==> src/rtl/oup_ulpi_link_engine.sv <==
`default_nettype none
// ============================================================================
// Module   : oup_ulpi_link_engine
// Brief    : ULPI sync-mode link engine: TXCMD register access, USB transmit, RX
// Revision : 1.0 - initial release
// ============================================================================
module oup_ulpi_link_engine #(
  parameter int unsigned TIMEOUT_CYCLES = 255,
  parameter bit          EXT_REG_EN     = 1'b1
) (
  input  logic       ulpi_clk_i,
  input  logic       rst_ni,
  input  logic [7:0] ulpi_data_i,
  output logic [7:0] ulpi_data_o,
  input  logic       ulpi_dir_i,
  input  logic       ulpi_nxt_i,
  output logic       ulpi_stp_o,
  input  logic [7:0] instruction_i,
  input  logic       exec_i,
  output logic       exec_done_o,
  output logic       exec_aborted_o,
  output logic       busy_o,
  input  logic [7:0] tx_data_i,
  output logic       tx_data_next_o,
  input  logic       tx_data_empty_i,
  output logic [7:0] rx_data_o,
  output logic       rx_data_next_o,
  input  logic       rx_data_full_i,
  output logic       rx_overflow_o,
  output logic [7:0] rx_cmd_byte_o,
  output logic       rx_cmd_valid_o,
  input  logic [7:0] phyreg_i,
  input  logic [7:0] phyreg_addr_i,
  output logic [7:0] phyreg_o,
  output logic [7:0] phyreg_addr_o
);

  localparam logic [1:0]  c_OP_NOP   = 2'b00;
  localparam logic [1:0]  c_OP_TX    = 2'b01;
  localparam logic [1:0]  c_OP_WR    = 2'b10;
  localparam logic [5:0]  c_EXT_ADDR = 6'h2F;
  localparam logic [15:0] c_TIMEOUT  = 16'(TIMEOUT_CYCLES);

  typedef enum logic [3:0] {
    S_IDLE    = 4'd0,
    S_CMD     = 4'd1,
    S_EXTADDR = 4'd2,
    S_WDATA   = 4'd3,
    S_STOP    = 4'd4,
    S_RD_TA   = 4'd5,
    S_RD_DATA = 4'd6,
    S_TXDATA  = 4'd7,
    S_ABORT   = 4'd8
  } state_t;

  state_t      r_state;
  logic        r_dir_prev;
  logic [7:0]  r_instr;
  logic [7:0]  r_wdata;
  logic [7:0]  r_ext_addr;
  logic [15:0] r_tmo_cnt;
  logic [7:0]  r_data;
  logic        r_stp;
  logic        r_done;
  logic        r_aborted;
  logic        r_busy;
  logic [7:0]  r_phyreg;
  logic [7:0]  r_phyreg_addr;
  logic [7:0]  r_rx_data;
  logic        r_rx_next;
  logic        r_rx_ovf;
  logic [7:0]  r_rx_cmd;
  logic        r_rx_cmd_valid;

  logic [1:0]  w_opcode;
  logic        w_ext;
  logic        w_turnaround;
  logic        w_waiting;
  logic        w_drive_state;
  logic        w_abort_dir;
  logic        w_expire;
  logic        w_rx_sample;

  assign w_opcode      = r_instr[7:6];
  // Extended addressing only applies to register ops (bit 7 set), never to a transmit PID.
  assign w_ext         = EXT_REG_EN && r_instr[7] && (r_instr[5:0] == c_EXT_ADDR);
  assign w_turnaround  = (ulpi_dir_i != r_dir_prev);
  assign w_drive_state = (r_state == S_CMD) || (r_state == S_EXTADDR) ||
                         (r_state == S_WDATA) || (r_state == S_TXDATA);
  assign w_waiting     = w_drive_state || (r_state == S_RD_TA);
  assign w_abort_dir   = w_drive_state && ulpi_dir_i;
  assign w_expire      = (c_TIMEOUT != 16'd0) && w_waiting && !ulpi_nxt_i &&
                         !ulpi_dir_i && (r_tmo_cnt == c_TIMEOUT);
  assign w_rx_sample   = ulpi_dir_i && !w_turnaround && (r_state != S_RD_DATA);

  // The byte is popped when nxt accepts the TXCMD (loading byte 0) and on each later nxt.
  assign tx_data_next_o = !ulpi_dir_i && ulpi_nxt_i && !tx_data_empty_i &&
                          ((r_state == S_TXDATA) ||
                           ((r_state == S_CMD) && (w_opcode == c_OP_TX)));

  always_ff @(posedge ulpi_clk_i or negedge rst_ni) begin
    if (!rst_ni) begin
      r_state       <= S_IDLE;
      r_dir_prev    <= 1'b0;
      r_instr       <= 8'h00;
      r_wdata       <= 8'h00;
      r_ext_addr    <= 8'h00;
      r_tmo_cnt     <= 16'd0;
      r_data        <= 8'h00;
      r_stp         <= 1'b0;
      r_done        <= 1'b0;
      r_aborted     <= 1'b0;
      r_busy        <= 1'b0;
      r_phyreg      <= 8'h00;
      r_phyreg_addr <= 8'h00;
    end else begin
      r_dir_prev <= ulpi_dir_i;
      r_done     <= 1'b0;
      r_aborted  <= 1'b0;
      r_stp      <= 1'b0;
      r_tmo_cnt  <= (!w_waiting || ulpi_nxt_i || ulpi_dir_i || w_expire) ?
                    16'd0 : r_tmo_cnt + 16'd1;

      if (w_abort_dir || w_expire) begin
        r_state   <= S_ABORT;
        r_aborted <= 1'b1;
        r_busy    <= 1'b0;
        r_data    <= 8'h00;
        r_stp     <= w_expire;
      end else begin
        case (r_state)
          S_IDLE: begin
            if (exec_i && !ulpi_dir_i) begin
              r_instr    <= instruction_i;
              r_wdata    <= phyreg_i;
              r_ext_addr <= phyreg_addr_i;
              if (instruction_i[7:6] == c_OP_NOP) begin
                r_done <= 1'b1;
              end else begin
                r_state <= S_CMD;
                r_data  <= instruction_i;
                r_busy  <= 1'b1;
              end
            end
          end
          S_CMD: begin
            if (ulpi_nxt_i) begin
              if (w_ext) begin
                r_state <= S_EXTADDR;
                r_data  <= r_ext_addr;
              end else if (w_opcode == c_OP_WR) begin
                r_state <= S_WDATA;
                r_data  <= r_wdata;
              end else if (w_opcode == c_OP_TX) begin
                r_state <= S_TXDATA;
                r_data  <= tx_data_i;
              end else begin
                r_state <= S_RD_TA;
                r_data  <= 8'h00;
              end
            end
          end
          S_EXTADDR: begin
            if (ulpi_nxt_i) begin
              if (w_opcode == c_OP_WR) begin
                r_state <= S_WDATA;
                r_data  <= r_wdata;
              end else begin
                r_state <= S_RD_TA;
                r_data  <= 8'h00;
              end
            end
          end
          S_WDATA: begin
            if (ulpi_nxt_i) begin
              r_state <= S_STOP;
              r_stp   <= 1'b1;
              r_data  <= 8'h00;
            end
          end
          S_STOP: begin
            r_state <= S_IDLE;
            r_done  <= 1'b1;
            r_busy  <= 1'b0;
          end
          S_RD_TA: begin
            if (ulpi_dir_i) begin
              r_state <= S_RD_DATA;
            end
          end
          S_RD_DATA: begin
            r_state       <= S_IDLE;
            r_phyreg      <= ulpi_data_i;
            r_phyreg_addr <= w_ext ? r_ext_addr : {2'b00, r_instr[5:0]};
            r_done        <= 1'b1;
            r_busy        <= 1'b0;
          end
          S_TXDATA: begin
            if (ulpi_nxt_i) begin
              if (!tx_data_empty_i) begin
                r_data <= tx_data_i;
              end else begin
                r_state <= S_STOP;
                r_stp   <= 1'b1;
                r_data  <= 8'h00;
              end
            end
          end
          S_ABORT: begin
            r_state <= S_IDLE;
          end
          default: begin
            r_state <= S_IDLE;
            r_busy  <= 1'b0;
            r_data  <= 8'h00;
          end
        endcase
      end

      if (ulpi_dir_i) begin
        r_data <= 8'h00;
      end
    end
  end

  always_ff @(posedge ulpi_clk_i or negedge rst_ni) begin
    if (!rst_ni) begin
      r_rx_data      <= 8'h00;
      r_rx_next      <= 1'b0;
      r_rx_ovf       <= 1'b0;
      r_rx_cmd       <= 8'h00;
      r_rx_cmd_valid <= 1'b0;
    end else begin
      r_rx_next      <= 1'b0;
      r_rx_ovf       <= 1'b0;
      r_rx_cmd_valid <= 1'b0;
      if (w_rx_sample) begin
        if (!ulpi_nxt_i) begin
          r_rx_cmd       <= ulpi_data_i;
          r_rx_cmd_valid <= 1'b1;
        end else if (!rx_data_full_i) begin
          r_rx_data <= ulpi_data_i;
          r_rx_next <= 1'b1;
        end else begin
          r_rx_ovf <= 1'b1;
        end
      end
    end
  end

  assign ulpi_data_o    = r_data;
  assign ulpi_stp_o     = r_stp;
  assign exec_done_o    = r_done;
  assign exec_aborted_o = r_aborted;
  assign busy_o         = r_busy;
  assign rx_data_o      = r_rx_data;
  assign rx_data_next_o = r_rx_next;
  assign rx_overflow_o  = r_rx_ovf;
  assign rx_cmd_byte_o  = r_rx_cmd;
  assign rx_cmd_valid_o = r_rx_cmd_valid;
  assign phyreg_o       = r_phyreg;
  assign phyreg_addr_o  = r_phyreg_addr;

endmodule
`default_nettype wire

==> config.mk <==
export PLATFORM = sky130hd
export DESIGN_NAME = oup_ulpi_link_engine
export DESIGN_NICKNAME = d
export VERILOG_FILES = /design/src/rtl/oup_ulpi_link_engine.sv
export SDC_FILE = /design/constraint.sdc
export NUM_CORES = 1
export LEC_CHECK = 0
export BUFFER_PORTS_ARGS = -buffer_cell sky130_fd_sc_hd__buf_2
export CAP_MARGIN = 10
export CELL_PAD_IN_SITES_DETAIL_PLACEMENT = 1
export CELL_PAD_IN_SITES_GLOBAL_PLACEMENT = 2
export CORE_ASPECT_RATIO = 1.5
export CORE_MARGIN = 2
export CORE_UTILIZATION = 35
export CTS_CLUSTER_SIZE = 14
export DETAILED_ROUTE_END_ITERATION = 10
export PLACE_DENSITY = 0.77
export SETUP_SLACK_MARGIN = 0.2
export SLEW_MARGIN = 20
export SYNTH_ARGS = -nofsm -noshare
export SYNTH_HDL_FRONTEND = slang
export SYNTH_SLANG_ARGS = --single-unit
==> constraint.sdc <==
create_clock -name ulpi_clk_i -period 2.4 [get_ports ulpi_clk_i]
set_clock_uncertainty 0.05 [all_clocks]
set_input_delay 0.72 -clock ulpi_clk_i [delete_from_list [all_inputs] [get_ports ulpi_clk_i]]
set_output_delay 0.72 -clock ulpi_clk_i [all_outputs]
set_load 0.03 [all_outputs]
==> results of run 1 <==
registers in the layout, summed over array words and instances (netlist names), 4 cells and up:
| register | flops |
|---|---|
| phyreg_o | 8 |
| r_instr | 8 |
| r_ext_addr | 8 |
| phyreg_addr_o | 8 |
| r_tmo_cnt | 16 |
| rx_cmd_byte_o | 8 |
| rx_data_o | 8 |
| r_wdata | 8 |
| ulpi_data_o | 8 |
| r_state | 4 |
synth_stat cells, drive strengths merged (2+ instances only):
library cell,number
nor3,13
buf,10
xnor2,6
nand3b,2
o31ai,4
o21ai,7
or4b,2
inv,22
a31oi,2
nand4,4
a22o,7
nand2,10
nor4,6
mux2,48
o21bai,2
ha,3
a221oi,7
o21a,3
o22ai,8
a21boi,2
clkbuf,2
nor2,35
dfrtp,92
mux2i,6
nand3,10
a21oi,10
or3,6
xor2,8
nand2b,2
o211ai,2
logic make-up after synthesis:
logic type,synth area share [%]
mux,13.89
compound gates,12.68
flops,53.26
buf+inv,3.502
simple gates,12.97
fa+ha+maj,0.8684
xor+xnor,2.837
cell usage in the layout (no fill, tap or decap), types with 4 or more instances in the layout:
cell type | netlist | final
a21oi_1 | 9 | 8
a221oi_1 | 7 | 7
a22o_1 | 7 | 7
buf_12 | 0 | 4
buf_2 | 7 | 91
buf_4 | 2 | 25
clkbuf_16 | 0 | 9
dfrtp_1 | 92 | 88
dfrtp_2 | 0 | 4
inv_1 | 22 | 20
mux2_1 | 8 | 8
mux2_2 | 40 | 40
mux2i_1 | 6 | 6
nand2_1 | 10 | 10
nand3_1 | 10 | 10
nor2_1 | 34 | 33
nor3_1 | 10 | 9
nor4_1 | 6 | 4
o21ai_0 | 4 | 4
o22ai_1 | 8 | 8
xnor2_1 | 6 | 6
xor2_1 | 8 | 8
what timing repair did:
action	4_1_cts	5_1_grt
gates resized for setup	10	3
buffers inserted	5	1
endpoints found under the setup margin	1	8
pin swaps	3	2
hold buffers	0	0
routing by layer:
| layer | vias to the layer above | part of all wire [%] | track usage [%] |
|---|---|---|---|
| met5 | - | 0 | 0 |
| met3 | 22 | 4.4 | 4.303 |
| met2 | 84 | 55 | 33.56 |
| met4 | 0 | 2.6 | 7.704 |
| met1 | 1693 | 38 | 21.09 |
| li1 | 1545 | - | - |
metrics by stage:
step	util (%)	total power [uW]	worst slack, ns	hold WS (ns)
after floorplan	-	4197	0.1230	0.3744
after global routing	45.94	6952	-0.04386	0.3229
after detailed placement	42.84	5105	-0.02079	0.4236
after CTS	45.84	6620	0.008722	0.3084
final	45.94	6574	0.02347	0.2910
after global placement	42.84	5022	-0.0004109	0.4127
report_power, final:
part           switching (uW)  internal (uW)  total [uW]
sequential                371           2050        2420
clock                     672            754        1430
combinational            1590           1150        2730
worst paths after layout:
check | end | slack, ns | cells after the start
max in group asynchronous | phyreg_addr_o[2]$_DFFE_PN0P_ | 1.43 | 2
setup reg to reg | ulpi_data_o[7]$_DFFE_PN0P_ | 0.33 | 8
hold / removal | r_tmo_cnt[12]$_DFF_PN0_ | 0.29 | 1
hold reg to reg | rx_data_o[5]$_DFFE_PN0P_ | 0.43 | 1
min in group ulpi_clk_i | rx_data_o[5]$_DFFE_PN0P_ | 0.43 | 1
setup / recovery | tx_data_next_o | 0.02 | 5
final cells by class:
cell class,count,area (um^2),area share [%]
Clock buffer,10,239.0,4.329
Multi-Input combinational cell,233,1909,34.59
Timing Repair Buffer,121,734.5,13.30
Tap cell,153,191.4,3.468
Sequential cell,92,2307,41.80
Clock inverter,6,56.30,1.020
Inverter,22,82.58,1.496
worst reg2reg max path, delay by kind of cell, from the launching register on:
family,cells,cell delay (ns)
compound gates,3,0.68
buf+inv,3,0.49
flops,1,0.41
mux,1,0.21
simple gates,1,0.15
==> flow_summary.ini, run 1 <==
[floorplan]
fp.dieArea_um2 = 13270
core_um2 = 12020
start_util_pct = 35.97
row_count = 49
ios = 95
dieHeight_um = 140.1
die_w_um = 94.74

[worst_setup_path]
required_ns = 1.63
cpMaxStageDelayCell = or3_4
crit_fanout = 2
crit_arrival_ns = 1.61
critPathKind = in2out
worst-path-buf-inv = 3
cpLargestDelayFamily = simple AND/OR/NAND/NOR gates
max_stage_delay_ns = 0.39
rr_startpoint = r_state[3]$_DFFE_PN0P_
crit_chain = buf_6, inv_2, or3_4, nor4_4, buf_4
endpoint_kind = primary output
startpoint = ulpi_nxt_i
cp-start-kind = primary input

[routing]
wl_per_cell_um = 18.43
firstDrtPassIters = 4
drt_wl_total_um = 11740
routed_via_density = 5.250
drt_iter0_drc = 71
num_vias = 3344
drc = 0
drtAntennaViolNets = 0

[outcome]
outcome = finished clean

[yosys]
synth_top_cell_area_share_pct = 53.26
yosys_register_bits = 92
ys_types = 60
synth_top_area_cell = dfrtp_1
synth.area.top_cells = dfrtp_1, mux2_2, nor2_1
syn_inst = 359
synth_area_um2 = 4323
synth_fp_nets = 409
async_flop_share_pct = 100.0
syn_avg_cell_area_um2 = 12.04
yosysWarningCount = 0
synth_edf_count = 0
seq_area_frac_synth_pct = 53.26
ys.flop_type = dfrtp_1

[clock_network]
insertion_delay_ns = 0.35
cts-buffers-inserted = 9
cts.sinks = 92
clk_pin_slew_ns = 0.07
cts-htree-levels = 3
cts_root_buf = clkbuf_16
clock_path_buffers = 2
cts_tree = built

[sta]
final-hold-violation-count = 0
clock.fmax_mhz = 420.8
post-route-period-util_pct = 99.02
min_period_ns = 2.377
max_slew_margin_pct = 54.31
setup_viol = 0
tightest_slew_ns = 0.6790
fin_tns_setup_ns = 0
slew_violations = 0
rsz0062_at_grt = true

[pwr]
powerDensity_nw_per_um2 = 1191
leakage_uw = 0.002505
ir_drop_mv = 0.5459

[final_layout]
drive_above_1_share_pct = 42.36
fin_cells = 637
area_growth_pct = 27.70
insertedDiodeCount = 0
fin_area_um2 = 5520
fillers = 1335
layout.nets = 529

[global_routing]
antenna_found_initial = 0
grt_pass1_wl_um = 19090
grt_start_max_net_pins = 38
grt_pass1_vias = 3631
track_usage_pct = 18.78
gr-total-overflow = 0

[placed_design]
globalplace.congestion = 0.7975
place_hpwl_um = 8735
numPortBuffers = 94
placed_area_um2 = 5147
placed_cells = 615

[worst_hold_path]
hold_path_class = in2async

[run]
max_cap_viol_count = 0
Power figures use the tool's default switching activity.
==> run 2: changes to the inputs <==
--- a/config.mk
+++ b/config.mk
@@ -11,10 +11,11 @@
 export CELL_PAD_IN_SITES_GLOBAL_PLACEMENT = 2
 export CORE_ASPECT_RATIO = 1.5
 export CORE_MARGIN = 2
-export CORE_UTILIZATION = 35
+export CORE_UTILIZATION = 25
 export CTS_CLUSTER_SIZE = 14
 export DETAILED_ROUTE_END_ITERATION = 10
-export PLACE_DENSITY = 0.77
+export PLACE_DENSITY = 0.57
+export REMOVE_ABC_BUFFERS = 1
 export SETUP_SLACK_MARGIN = 0.2
 export SLEW_MARGIN = 20
 export SYNTH_ARGS = -nofsm -noshare
==> flow_summary.ini, run 2 (synthesis results as in run 1) <==
[final_layout]
layout_common_cells = buf_2, dfrtp_1, mux2_2, nor2_1, buf_4
fin_util_pct = 33.32
area_growth_pct = 29.75
layout.nets = 534
drive_above_1_share_pct = 42.74
insertedDiodeCount = 0
register_area_um2 = 2306
layout_commonest_cell = buf_2
top_register = r_tmo_cnt
fillers = 1904
largest_reg_flops = 16
multi_input_area_um2 = 1913

[sta]
min_period_ns = 2.383
rsz0062_at_grt = true
slew_violations = 0
setup_viol = 0
max_slew_margin_pct = 57.17
clock.fmax_mhz = 419.7
final-hold-violation-count = 0
post-route-period-util_pct = 99.29
fin_ws_ns = 0.01707
tightest_slew_ns = 0.6365

[clock_network]
cts_tree = built
insertion_delay_ns = 0.35
cts_root_buf = clkbuf_16
cts.sinks = 92
clk_pin_slew_ns = 0.07
cts-buffers-inserted = 9
cts-htree-levels = 3
clock_path_buffers = 2

[pwr]
leakage_uw = 0.002533
powerDensity_nw_per_um2 = 1168
intPower_uw = 3924
clkPwrFrac_pct = 21.5
switchingPower_uw = 2627
p_total_uw = 6552
power_frac_seq_pct = 36.7
combPwrFrac_pct = 41.8
swShare_pct = 40.10
ir_drop_mv = 0.3972

[global_routing]
grt_util_met1_pct = 15.31
track_usage_pct = 14.04
met2_usage_pct = 26.08
grtUsageMet3_pct = 3.029
grt_pass1_vias = 3688
globalRoute.busiestLayer = met2
grt_start_max_net_pins = 31
antenna_found_initial = 2
gr-total-overflow = 0
grt_pass1_wl_um = 20050

[floorplan]
start_util_pct = 25.68
row_count = 58
fp.dieArea_um2 = 18380
dieHeight_um = 165.1
core_um2 = 16840
ios = 95
die_w_um = 111.4

[worst_setup_path]
cp-start-kind = primary input
crit_chain = buf_6, inv_2, or3_4, nor4_4, buf_4
crit_arrival_ns = 1.61
critPathKind = in2out
cpMaxStageDelayCell = or3_4
cpLargestDelayFamily = simple AND/OR/NAND/NOR gates
rrSetupSlack_ns = 0.29
max_stage_delay_ns = 0.39
crit_fanout = 2
worst-path-buf-inv = 3
endpoint_kind = primary output
required_ns = 1.63

[routing]
wl_per_cell_um = 17.68
drtAntennaViolNets = 0
firstDrtPassIters = 4
drt_wl_total_um = 12360
routed_via_density = 4.700
num_vias = 3285
drt_iter0_drc = 70
drc = 0

[worst_hold_path]
hold_path_class = in2async

[placed_design]
place_hpwl_um = 9540
pre_cts_slack_ns = -0.02072
numPortBuffers = 94
globalplace.congestion = 0.8224

[outcome]
outcome = finished clean

[run]
max_cap_viol_count = 0
## run 2: path summary, 6_finish.rpt
kind / start / end / cells after the start
setup / recovery: ulpi_nxt_i / tx_data_next_o / 5
hold / removal: rst_ni / r_tmo_cnt[5]$_DFF_PN0_ / 1
setup reg to reg: r_state[3]$_DFFE_PN0P_ / ulpi_data_o[3]$_DFFE_PN0P_ / 7
hold reg to reg: rx_data_o[5]$_DFFE_PN0P_ / rx_data_o[5]$_DFFE_PN0P_ / 1
max in group asynchronous: rst_ni / phyreg_addr_o[1]$_DFFE_PN0P_ / 2
min in group ulpi_clk_i: rx_data_o[5]$_DFFE_PN0P_ / rx_data_o[5]$_DFFE_PN0P_ / 1
## run 2: final cells by class
cell class | instances | area share [%]
tap | 210 | 4.684
clock buffer | 9 | 4.015
timing repair buffer | 126 | 13.45
multi-input combinational | 233 | 34.11
sequential | 92 | 41.11
clock inverter | 7 | 1.160
inverter | 22 | 1.472
## run 2: repair_timing
item                                    CTS  global route
endpoints found under the setup margin    1            14
pin swaps                                 2             3
setup buffers                             1             2
hold buffers                              0             0
endpoints found under the hold margin     0             0
gates resized for setup                   8             8
## run 2: per-stage QoR
| stage | hold slack [ns] | cells | setup TNS [ns] | area (um^2) |
|---|---|---|---|---|
| 3_5_place_dp | 0.4238 | 680 | -0.02072 | 5239 |
| 4_1_cts | 0.2564 | 697 | -0.003791 | 5564 |
| 2_1_floorplan | 0.3744 | 347 | -15.05 | 4254 |
| 5_1_grt | 0.2649 | 699 | -0.03303 | 5609 |
| 3_3_place_gp | 0.4163 | 680 | -0.008361 | 5239 |
| 6_report | 0.2454 | 699 | 0 | 5609 |
## run 2: layer usage
layer	wire [um]	up-vias
met4	322	4
met1	4655	1640
li1	-	1560
met3	427	20
met5	25	-
met2	6929	61
## run 2: power by group through the flow
stage | logic, uW | clock network [uW] | registers, uW
detailed placement | 2720 | 0 | 2440
floorplan | 1250 | 0 | 2870
global route | 2990 | 1540 | 2490
finish | 2740 | 1410 | 2400
global placement | 2690 | 0 | 2430
CTS | 2760 | 1480 | 2410
